<file path="src/rtl/systolic_feeder.sv">
// systolic_feeder: operand sequencer for an N x N systolic MAC array.
// Takes one k-slice per handshake (column k of A, row k of B) and drives the
// array's west/north edges with a diagonal skew (lane i delayed i steps).
// Sequence per job: clear accumulators, feed K slices (frozen on stalls),
// drain with 2N-1 zero steps, then pulse done_o.
// Optional build macro: FEEDER_STALL_CNT_EN adds stall_cnt_o, a saturating
// count of FEED cycles without valid_i for the current/last job.
module systolic_feeder #(
  parameter int N        = 4,
  parameter int NUM_BITS = 16,
  parameter int K_MAX    = 256,
  localparam int KW      = $clog2(K_MAX + 1)
) (
  input  logic                  clk_i,
  input  logic                  rst_i,
  input  logic                  start_i,
  input  logic [KW-1:0]         k_len_i,
  input  logic                  valid_i,
  output logic                  ready_o,
  input  logic [N*NUM_BITS-1:0] a_i,
  input  logic [N*NUM_BITS-1:0] b_i,
  output logic [N*NUM_BITS-1:0] west_o,
  output logic [N*NUM_BITS-1:0] north_o,
  output logic                  pe_en_o,
  output logic                  clear_o,
  output logic                  busy_o,
  output logic                  done_o
`ifdef FEEDER_STALL_CNT_EN
  ,
  output logic [31:0]           stall_cnt_o
`endif
);

  localparam logic [2:0] S_IDLE  = 3'd0;
  localparam logic [2:0] S_CLEAR = 3'd1;
  localparam logic [2:0] S_FEED  = 3'd2;
  localparam logic [2:0] S_DRAIN = 3'd3;
  localparam logic [2:0] S_DONE  = 3'd4;

  localparam logic [KW-1:0] K_MAX_W    = KW'(K_MAX);
  localparam logic [KW-1:0] DRAIN_LAST = KW'(2 * N - 2);

  logic [2:0]    state;
  logic [KW-1:0] k_len_q;
  logic [KW-1:0] k_cnt;
  logic [KW-1:0] drain_cnt;
  logic          start_ok;
  logic          feeding;
  logic          accept;
  logic          last_slice;

  // Status decodes; only pe_en_o depends combinationally on an input.
  always_comb begin
    ready_o    = 1'b0;
    pe_en_o    = 1'b0;
    clear_o    = 1'b0;
    busy_o     = 1'b0;
    done_o     = 1'b0;
    feeding    = 1'b0;
    accept     = 1'b0;
    start_ok   = (k_len_i != '0) && (k_len_i <= K_MAX_W);
    last_slice = (k_cnt == (k_len_q - KW'(1)));
    busy_o     = (state != S_IDLE);
    case (state)
      S_CLEAR: clear_o = 1'b1;
      S_FEED: begin
        ready_o = 1'b1;
        feeding = 1'b1;
        accept  = valid_i;
        pe_en_o = valid_i;
      end
      S_DRAIN: pe_en_o = 1'b1;
      S_DONE:  done_o  = 1'b1;
      default: ;
    endcase
  end

  // Job sequencing: state, latched K, slice and drain counters.
  always_ff @(posedge clk_i) begin
    if (rst_i) begin
      state     <= S_IDLE;
      k_len_q   <= '0;
      k_cnt     <= '0;
      drain_cnt <= '0;
    end else begin
      case (state)
        S_IDLE: begin
          if (start_i && start_ok) begin
            k_len_q <= k_len_i;
            state   <= S_CLEAR;
          end
        end
        S_CLEAR: begin
          k_cnt <= '0;
          state <= S_FEED;
        end
        S_FEED: begin
          if (accept) begin
            k_cnt <= k_cnt + KW'(1);
            if (last_slice) begin
              drain_cnt <= '0;
              state     <= S_DRAIN;
            end
          end
        end
        S_DRAIN: begin
          drain_cnt <= drain_cnt + KW'(1);
          if (drain_cnt == DRAIN_LAST) begin
            state <= S_DONE;
          end
        end
        S_DONE:  state <= S_IDLE;
        default: state <= S_IDLE;
      endcase
    end
  end

  for (genvar i = 0; i < N; i++) begin : g_lane
    localparam int D = i + 1;

    logic [NUM_BITS-1:0]   w_in;
    logic [NUM_BITS-1:0]   n_in;
    logic [D*NUM_BITS-1:0] w_sr;
    logic [D*NUM_BITS-1:0] n_sr;

    // Drain phase injects zeros so the last slices flush through the array.
    assign w_in = feeding ? a_i[i*NUM_BITS +: NUM_BITS] : '0;
    assign n_in = feeding ? b_i[i*NUM_BITS +: NUM_BITS] : '0;

    // Lane skew line of depth i+1: newest stage in the LSBs, shifted on step.
    always_ff @(posedge clk_i) begin
      if (rst_i || clear_o) begin
        w_sr <= '0;
        n_sr <= '0;
      end else if (pe_en_o) begin
        w_sr <= (w_sr << NUM_BITS) | (D*NUM_BITS)'(w_in);
        n_sr <= (n_sr << NUM_BITS) | (D*NUM_BITS)'(n_in);
      end
    end

    assign west_o[i*NUM_BITS +: NUM_BITS]  = w_sr[D*NUM_BITS-1 -: NUM_BITS];
    assign north_o[i*NUM_BITS +: NUM_BITS] = n_sr[D*NUM_BITS-1 -: NUM_BITS];
  end

`ifdef FEEDER_STALL_CNT_EN
  logic [31:0] stall_cnt;

  // Saturating stall counter, restarted by each job's CLEAR cycle.
  always_ff @(posedge clk_i) begin
    if (rst_i || (state == S_CLEAR)) begin
      stall_cnt <= '0;
    end else if (feeding && !valid_i && (stall_cnt != '1)) begin
      stall_cnt <= stall_cnt + 32'd1;
    end
  end

  assign stall_cnt_o = stall_cnt;
`endif

endmodule
</file>
<file path="config.mk">
export PLATFORM = sky130hd
export DESIGN_NAME = systolic_feeder
export DESIGN_NICKNAME = d
export VERILOG_FILES = /design/src/rtl/systolic_feeder.sv
export SDC_FILE = /design/constraint.sdc
export NUM_CORES = 1
export LEC_CHECK = 0
export ABC_AREA = 1
export CORE_MARGIN = 2
export CORE_UTILIZATION = 46
export DETAILED_ROUTE_END_ITERATION = 10
export PLACE_DENSITY = 0.74
export SLEW_MARGIN = 5
export SYNTH_ARGS = -nofsm -noshare
export SYNTH_HDL_FRONTEND = slang
export SYNTH_SLANG_ARGS = --single-unit
</file>
<file path="constraint.sdc">
create_clock -name clk_i -period 1.7 [get_ports clk_i]
set_input_delay 0.34 -clock clk_i [delete_from_list [all_inputs] [get_ports clk_i]]
set_output_delay 0.34 -clock clk_i [all_outputs]
set_load 0.05 [all_outputs]
</file>
==> key figures, run 1 <==
Drt
  • Drt total wl: 39.9 mm
  • Via density: 5.12
  • Pre-Repair DR Iteration Count: 5
  • Initial DRC count: 758
  • Vias: 12,122
  • Antenna Nets Post-Route: 0
  • # DRC: 0
  • Wire length per cell: 16.9 µm

Synthesis
  • Synth Flop Type: dfxtp_1
  • Post-synthesis net count: 1,839
  • Register bit total from synthesis: 350
  • Synth Cell Area: 13,600 µm²
  • Netlist cell types: 33
  • Seq/Total Area, Yosys: 51.4%
  • Syn avg cell area: 8.05 µm²
  • EDFF count, synth: 0
  • Post-synth ARST share: 0%
  • Ys Warns: 0
  • Cells after Synth: 1,694

Clock tree
  • TritonCTS Buffers: 38
  • TritonCTS clock tree: yes
  • Clk sinks: 350
  • Depth of the CTS H-tree: 2
  • CTS max path bufs: 3
  • Clock Latency Late Sink: 0.52 ns
  • Clock Pin Slew Worst Setup and Hold Paths: 0.06 ns
  • CTS root buf: clkbuf_16

STA
  • Fin. max-slew vios: 0
  • Fin crit period: 1.87 ns
  • Final hold violation count: 0
  • Fin crit share: 110%
  • Fin worst setup slack: -0.170 ns
  • Rel. slew slack: 73.1%
  • Unrepaired setup endpoints after global routing: true
  • Clock skew: 0.0159 ns
  • Worst-margin pin slew: 0.403 ns
  • Setup violators final: 173
  • Fmax: 535 MHz

Critical path
  • CP dominant cell by count: nand2_4
  • Startpoint Class: flop
  • Slowest-stage cell, CP: dfxtp_2
  • Reg2reg start: state[1]
  • Worst-path cell chain: inv_2 > nand2_4 > nor2_8 > nand2_4 > inv_4 > nor2_4 > inv_8 > buf_12
  • Crit path largest cell delay: 0.35 ns
  • Crit end category: output pin
  • Max FO, Critical Path: 3
  • CP arrival: 1.53 ns
  • WP data required: 1.36 ns
  • Critical path startpoint: state[0]
  • WS Path Type: flop to output pin

Cells and area
  • Area Overhead vs Synth: 43.9%
  • Non-filler cells, final: 2,367
  • Share of cells above drive strength 1: 30.2%
  • Design area: 19,600 µm²
  • Nets: 2,095

Status
  • Outcome: finished, violations left
  • Failing checks: setup timing

Die
  • Initial Util: 46.4%
  • Die span in y: 176 µm
  • Die width: 176 µm
  • Ports: 274
  • Num rows: 63
  • Die area: 31,000 µm²
  • Core ar.: 29,400 µm²

Placed design
  • Placed Cells: 2,221
  • Port buffer count: 273
  • Hpwl dp: 21.8 mm
  • GP Congestion: 0.855
  • Placed instance area: 16,200 µm²

GRT
  • Total track usage: 20.2%
  • Largest net degree at the start of global routing: 53
  • Initial antenna violation count: 1
  • Number of global-route vias before repair: 10,734
  • First-pass GRT wire length: 51.8 mm
  • Gr ovfl total: 0

Power
  • Peak supply drop: 0.698 mV
  • Leak pwr: 7.44 nW
  • P per Cell Area: 1510 nW/µm²
  • Total Power: 29.5 mW

Hold path
  • Hold crit path type: input port to flop
  • Hold path start: a_i[30]

Run
  • Max cap viols: 0
cell usage in the layout (no fill, tap or decap), types with 17 or more instances in the layout:
cell type,instances
o21ai_2,95
clkbuf_16,65
a211oi_2,43
a21oi_1,161
a21oi_2,56
inv_1,96
buf_4,189
clkdlybuf4s50_1,140
nand2_1,308
nand3_1,17
dfxtp_1,345
o21ai_1,21
buf_12,32
o21ai_0,21
nor2_1,225
a211oi_1,19
flip-flops by register name, indices dropped and copies added (netlist names):
signal	flops
drain_cnt	9
state	3
k_cnt	9
g_lane.w_sr	160
g_lane.n_sr	160
k_len_q	9
cell usage after synthesis, types with 2 or more instances:
library cell	instances	area share, %
buf_6	2	0.17
or2_2	3	0.14
nor2_1	229	6.3
a211oi_2	43	3.9
xnor2_1	2	0.13
buf_4	107	5.9
ha_1	4	0.37
nand4_1	3	0.14
nand2_2	3	0.14
o21ai_0	140	5.1
buf_1	6	0.17
dfxtp_1	350	51
nand3_1	21	0.77
inv_2	7	0.19
nand2_1	321	8.8
nor3_1	6	0.22
xor2_1	4	0.26
buf_2	54	2.0
a21oi_1	218	8.0
o21ai_1	5	0.18
inv_1	102	2.8
a211oi_1	19	1.0
clkbuf_1	35	0.96
cell type report:
type | count | area, µm²
fill | 2232 | 9790
sequential | 350 | 7020
multi-input combinational | 1032 | 5780
timing repair buffer | 419 | 4650
clock buffer | 54 | 1110
tap | 390 | 488
inverter | 109 | 434
clock inverter | 11 | 130
antenna | 2 | 5.00
critical path, delay by kind of cell, from the launching register on:
| kind | cells | cell delay (ns) |
|---|---|---|
| and+or+nand+nor | 4 | 0.36 |
| buffers and inverters | 4 | 0.29 |
| DFF | 1 | 0.35 |
repair_timing:
item / 4_1_cts / 5_1_grt
gates cloned: 0 / 45
endpoints found under the setup margin: 108 / 307
pin swaps: 5 / 36
setup buffers: 12 / 24
hold buffers: 0 / 0
resized for setup: 24 / 360
routing by layer:
| metal | share of wire, % | GRT usage [%] | up-vias |
|---|---|---|---|
| met5 | 0 | 0 | - |
| met4 | 2.3 | 6.96 | 0 |
| met3 | 7.2 | 5.71 | 66 |
| met2 | 50 | 34.1 | 399 |
| met1 | 40 | 24.8 | 5745 |
| li1 | - | - | 5912 |
worst paths after layout:
path	endpoint	slack, ns	cells after the start
worst min register to register	g_lane[2].w_sr[26]	0.45	2
worst max-delay path	pe_en_o	-0.17	8
worst max register to register	g_lane[2].n_sr[29]	-0.14	12
worst min-delay path	g_lane[1].w_sr[14]	0.37	3
through the flow:
| stage | worst slack (ns) | setup TNS (ns) | util [%] | hold WS [ns] |
|---|---|---|---|---|
| 2_1_floorplan | -0.0202 | -0.0202 | - | 0.430 |
| 3_3_place_gp | -0.226 | -40.79 | 55.0 | 0.437 |
| 3_5_place_dp | -0.275 | -57.97 | 55.0 | 0.443 |
| 4_1_cts | -0.201 | -6.04 | 59.8 | 0.357 |
| 5_1_grt | -0.239 | -29.21 | 66.7 | 0.364 |
| 6_report | -0.170 | -6.65 | 66.7 | 0.373 |
power breakdown:
part / switching, mW / internal (mW)
Sequential: 0.826 / 9.69
Clock: 3.29 / 4.86
Combinational: 6.71 / 4.17
Total: 10.8 / 18.7
kinds of logic (layout without fill, tap and decap cells):
logic type	count (synthesis)	after routing	share of synthesized area, %
adder cells (fa/ha/maj)	4	4	0.367
flip-flops	350	350	51.4
AND/OR/NAND/NOR	593	594	17.1
buffers and inverters	313	593	12.2
XOR/XNOR	7	7	0.551
AO/OA/AOI/OAI	427	427	18.4
other	0	2	0
Note: power is estimated with default switching activity, not from simulation.
==> run 2: changes to the inputs <==
Settings changed: CORE_UTILIZATION 46 to 35, PLACE_DENSITY 0.74 to 0.59, SETUP_SLACK_MARGIN from default to 0.02.
==> run 2 against run 1 <==
  * The flow still finishes with violations (setup timing)
  * Sequential cell count unchanged
  * Sequential power about the same
  * Non-clock buffer count down 21
  * Count of clock-buffer cells in the layout down 4
  * Die area up 31%
==> key figures, run 2 (synthesized netlist as in run 1, its figures left out) <==
Critical path
  • WP data required: 1.36 ns
  • R2R cell count: 16
  • Worst-path cell chain: inv_4 > buf_12 > nor2_8 > nand2_4 > inv_4 > nor2_4 > inv_8 > buf_12
  • Crit path largest cell delay: 0.34 ns
  • CP arrival: 1.53 ns
  • Max FO, Critical Path: 4
  • Crit end category: output pin
  • WS Path Type: flop to output pin
  • Slowest-stage cell, CP: dfxtp_2
  • R2r endpoint: drain_cnt[2]
  • Reg2reg start: k_len_q[1]
  • Startpoint Class: flop
  • Flop-to-flop setup slack: -0.11 ns

Die
  • Core ar.: 38,600 µm²
  • Die width: 201 µm
  • Initial Util: 35.4%
  • Die span in y: 201 µm
  • Num rows: 72
  • Ports: 274
  • Die area: 40,600 µm²

STA
  • Clock skew: 0.0221 ns
  • WHS: 0.368 ns
  • Final hold violation count: 0
  • Fin. max-slew vios: 0
  • Fin crit share: 110%
  • Rel. slew slack: 73.5%
  • Unrepaired setup endpoints after global routing: true
  • Fin crit period: 1.87 ns
  • Setup violators final: 117
  • Sum Neg Setup Slack: -5.44 ns
  • Worst-margin pin slew: 0.397 ns
  • Fmax: 534 MHz
  • Fin worst setup slack: -0.171 ns

Clock tree
  • TritonCTS clock tree: yes
  • Clock Pin Slew Worst Setup and Hold Paths: 0.06 ns
  • Post-CTS Hold Buffers: 0
  • CTS root buf: clkbuf_16
  • Clock Latency Late Sink: 0.53 ns
  • Clk sinks: 350
  • TritonCTS Buffers: 39
  • CTS max path bufs: 3
  • Depth of the CTS H-tree: 2

Placed design
  • Setup WS pre-CTS: -0.310 ns
  • Port buffer count: 273
  • Hpwl dp: 22.4 mm
  • GP Congestion: 0.788
  • Placed instance area: 16,500 µm²

Drt
  • # DRC: 0
  • Initial DRC count: 327
  • Pre-Repair DR Iteration Count: 4
  • Antenna Nets Post-Route: 0
  • Wire length per cell: 14.4 µm
  • Via density: 4.60
  • Drt total wl: 35.6 mm
  • Vias: 11,392

Power
  • Peak supply drop: 0.744 mV
  • Leak pwr: 7.02 nW
  • Total Power: 28.5 mW
  • P per Cell Area: 1530 nW/µm²

Cells and area
  • Top flop regs: g_lane.n_sr x160, g_lane.w_sr x160
  • Area Overhead vs Synth: 36.5%
  • Nets: 2,075
  • Design area: 18,600 µm²
  • Most frequent cells in the layout: dfxtp_1 (345), nand2_1 (308), nor2_1 (223)
  • Share of cells above drive strength 1: 22.7%
  • Commonest non-fill, non-tap cell in the layout: dfxtp_1
  • Antenna diodes: 0

Hold path
  • Hold path start: a_i[15]
  • Hold Path Stages: 3
  • Hold crit path type: input port to flop
  • Worst-case hold path end point: g_lane[0].w_sr[15]

GRT
  • Total track usage: 16.0%
  • Gr ovfl total: 0
  • First-pass GRT wire length: 54.5 mm
  • Initial antenna violation count: 0
  • Number of global-route vias before repair: 10,839
  • Largest net degree at the start of global routing: 60

Status
  • Failing checks: setup timing
  • Outcome: finished, violations left

Run
  • Max cap viols: 0
[run 2: changes by cell type in the layout (fill, tap and decap cells not counted), moves of 8 or more]
cell       previous run  this run
clkbuf_16            65        47
buf_4               189       211
a21oi_1             161       206
a21oi_2              56        11
o21ai_0              21       107
buf_6                16         7
o21ai_4               8         0
o21ai_2              95        10
clkinv_2              4        12
[run 2: final cells by class]
class,count,area (µm²)
Fill cell,3779,20000
Sequential cell,350,7010
Multi-Input combinational cell,1032,5260
Timing Repair Buffer,398,3930
Clock buffer,50,1080
Tap cell,518,648
Inverter,109,425
Clock inverter,21,251
[run 2: how the worst max path moves through the flow]
stage	from	endpoint	slack, ns	depth (start not counted)
6_report	state[1]	pe_en_o	-0.17	8
5_1_grt	state[1]	pe_en_o	-0.25	8
4_1_cts	state[1]	pe_en_o	-0.19	7
3_5_place_dp	valid_i	g_lane[3].n_sr[15]	-0.31	7
3_3_place_gp	valid_i	drain_cnt[0]	-0.30	12
2_1_floorplan	state[0]	pe_en_o	-0.02	9
[run 2: what timing repair did]
action / 4_1_cts / 5_1_grt
cloned: 1 / 10
gates resized for setup: 33 / 91
pin swaps: 11 / 10
setup endpoints to repair: 23 / 337
buffers inserted: 12 / 10
[run 2: worst max-delay path, delay by kind of cell, from the launching register on]
kind	cells	cell delay, ns
flip-flops	1	0.34
AND/OR/NAND/NOR	3	0.23
buffers and inverters	5	0.43
[run 2: layer usage]
layer	wire, µm	global-route usage [%]
met1	16000	20.4
met2	16800	26.9
met3	2110	4.00
met4	667	4.15
met5	0	0
[run 2: stage by stage]
| stage | std cells | utilization (%) |
|---|---|---|
| after global routing | 2478 | 48.3 |
| final | 2478 | 48.3 |
| after CTS | 2458 | 46.7 |
| after floorplan | 1694 | - |
| after global placement | 2374 | 42.7 |
| after detailed placement | 2374 | 42.7 |
[run 2: report_power, final]
group	total (mW)	leakage [nW]	internal (mW)	switching, mW
logic	9.50	3.53	3.45	6.06
clock network	8.60	0.658	5.14	3.45
registers	10.4	2.83	9.68	0.695
total	28.5	7.02	18.3	10.2
==> run 3: changes to the inputs <==
--- a/config.mk
+++ b/config.mk
@@ -11,5 +11,5 @@
 export DETAILED_ROUTE_END_ITERATION = 10
 export PLACE_DENSITY = 0.59
-export SETUP_SLACK_MARGIN = 0.02
+export SETUP_SLACK_MARGIN = 0.2
 export SLEW_MARGIN = 5
 export SYNTH_ARGS = -nofsm -noshare
==> constraint.sdc (replaced) <==
create_clock -name clk_i -period 1.7 [get_ports clk_i]
set_input_delay 0.255 -clock clk_i [delete_from_list [all_inputs] [get_ports clk_i]]
set_output_delay 0.255 -clock clk_i [all_outputs]
set_load 0.05 [all_outputs]
==> run 3 against run 2 <==
  * The flow still finishes with violations (setup timing)
  * Core utilization increased by 10 points
  * Critical path type is now flop to flop
  * Die area stayed put
  * Sequential cell count unchanged
  * First-iteration DRC count grew 32%
==> key figures, run 3 (synthesized netlist as in run 1, its figures left out) <==
Power
  • Leak pwr: 8.46 nW
  • P_sw: 12.2 mW
  • Comb pwr share: 41.8%
  • P per Cell Area: 1440 nW/µm²
  • Reg power frac: 33.3%
  • Sw Share: 37.6%
  • Peak supply drop: 1.04 mV
  • Total Power: 32.5 mW
  • Clock share of power: 24.9%
  • Internal Power: 20.3 mW

Die
  • Die span in y: 201 µm
  • Die width: 201 µm
  • Num rows: 72
  • Ports: 274
  • Initial Util: 35.4%
  • Core ar.: 38,600 µm²
  • Die area: 40,600 µm²

Status
  • Outcome: finished, violations left
  • Failing checks: setup timing

Cells and area
  • Share of cells above drive strength 1: 43.4%
  • Multi-input logic area: 6980 µm²
  • Non-filler cells, final: 2,562
  • Nets: 2,163
  • Register area: 7010 µm²
  • Top flop regs: g_lane.n_sr x160, g_lane.w_sr x160
  • Fillers: 3,275
  • Area Overhead vs Synth: 65.1%
  • Most frequent cells in the layout: dfxtp_1 (345), nand2_1 (225), buf_4 (193)
  • Commonest non-fill, non-tap cell in the layout: dfxtp_1

GRT
  • Number of global-route vias before repair: 12,253
  • Gr ovfl total: 0
  • Total track usage: 20.6%
  • Initial antenna violation count: 2
  • First-pass GRT wire length: 66.8 mm
  • Largest net degree at the start of global routing: 64

STA
  • Rel. slew slack: 67.9%
  • Fin crit period: 2.03 ns
  • Fmax: 493 MHz
  • Fin worst setup slack: -0.328 ns
  • Clock skew: 0.0209 ns
  • Unrepaired setup endpoints after global routing: true
  • Fin crit share: 119%
  • Setup violators final: 333
  • Sum Neg Setup Slack: -54.49 ns
  • Worst-margin pin slew: 0.481 ns
  • Fin. max-slew vios: 0
  • Final hold violation count: 0
  • WHS: 0.256 ns

Drt
  • Vias: 12,324
  • # DRC: 0
  • Antenna Nets Post-Route: 0
  • Initial DRC count: 432
  • Drt total wl: 44.7 mm
  • Wire length per cell: 17.5 µm
  • Via density: 4.81
  • Pre-Repair DR Iteration Count: 4

Critical path
  • CP arrival: 2.48 ns
  • Worst-path cell chain: inv_2 > nand2_4 > nor2_8 > nand2_4 > inv_4 > nor2_4 > buf_12 > inv_12 > buf_6 > buf_8 > buf_16 > buf_12 > buf_12 > buf_16 > a211oi_4
  • Crit path largest cell delay: 0.33 ns
  • WP data required: 2.15 ns
  • Startpoint Class: flop
  • Slowest-stage cell, CP: dfxtp_2
  • WS Path Type: flop to flop
  • Count of buffer and inverter cells on the critical path: 10
  • Max FO, Critical Path: 7
  • Crit end category: flop
  • Family with the most delay on the worst path: buffers and inverters
  • CP dominant cell by count: buf_12

Placed design
  • Placed Cells: 2,366
  • Port buffer count: 273
  • Hpwl dp: 23.4 mm
  • Setup WS pre-CTS: -0.214 ns
  • GP Congestion: 0.789

Clock tree
  • Depth of the CTS H-tree: 2
  • CTS root buf: clkbuf_16
  • Clk sinks: 350
  • TritonCTS Buffers: 38
  • Clock Latency Late Sink: 0.55 ns
  • TritonCTS clock tree: yes
  • Clock Pin Slew Worst Setup and Hold Paths: 0.06 ns
  • CTS max path bufs: 3

Run
  • Max cap viols: 0

Hold path
  • Hold crit path type: input port to flop
[run 3: layout make-up]
class	count	share of cell area, %
multi-input combinational	1032	31.0
clock inverter	13	0.622
clock buffer	52	4.81
timing repair buffer	487	27.6
inverter	109	1.92
antenna	1	0.0111
tap	518	2.88
sequential	350	31.1
[run 3: layer usage]
layer / global-route usage, % / up-vias / share of wire (%)
met5: 0 / - / 0.029
met4: 6.99 / 2 / 3.3
met3: 5.38 / 98 / 6.1
met2: 36.5 / 338 / 50
met1: 24.1 / 5828 / 40
li1: - / 6058 / -
[run 3: worst paths after layout]
| path | startpoint | end | slack, ns | depth (start not counted) |
|---|---|---|---|---|
| max | state[0] | g_lane[2].w_sr[34] | -0.33 | 15 |
| min | a_i[61] | g_lane[3].w_sr[13] | 0.26 | 3 |
| max reg2reg | state[0] | g_lane[2].w_sr[34] | -0.33 | 15 |
| min reg2reg | g_lane[0].n_sr[11] | g_lane[0].n_sr[11] | 0.46 | 2 |
[run 3: repair_timing]
item                                    in CTS  in global routing
gates cloned                                51                  9
hold buffers                                 0                  0
buffers inserted                            51                 19
resized for setup                          426                353
pin swaps                                   24                 43
endpoints found under the setup margin     287                354
[run 3: through the flow]
stage                     instance area (µm²)  utilization, %
after floorplan                         13700               -
after CTS                               20900            54.3
final                                   22500            58.4
after global placement                  16500            42.8
after global routing                    22500            58.4
after detailed placement                16500            42.8
[run 3: worst register-to-register path, stage by stage, from the launching register on]
cell	delay (ns)
dfxtp_2	0.33
inv_2	0.05
nand2_4	0.09
nor2_8	0.05
nand2_4	0.07
inv_4	0.04
nor2_4	0.09
buf_12	0.13
inv_12	0.04
buf_6	0.10
buf_8	0.13
buf_16	0.13
buf_12	0.14
buf_12	0.12
buf_16	0.14
a211oi_4	0.26
[run 3: power by group through the flow]
stage	combinational (mW)	sequential, mW	clock (mW)
final	13.6	10.8	8.10
after global routing	14.4	11.0	8.60
after CTS	12.2	10.6	8.27
after detailed placement	8.90	10.6	0
after global placement	8.82	10.5	0
after floorplan	6.54	10.6	0
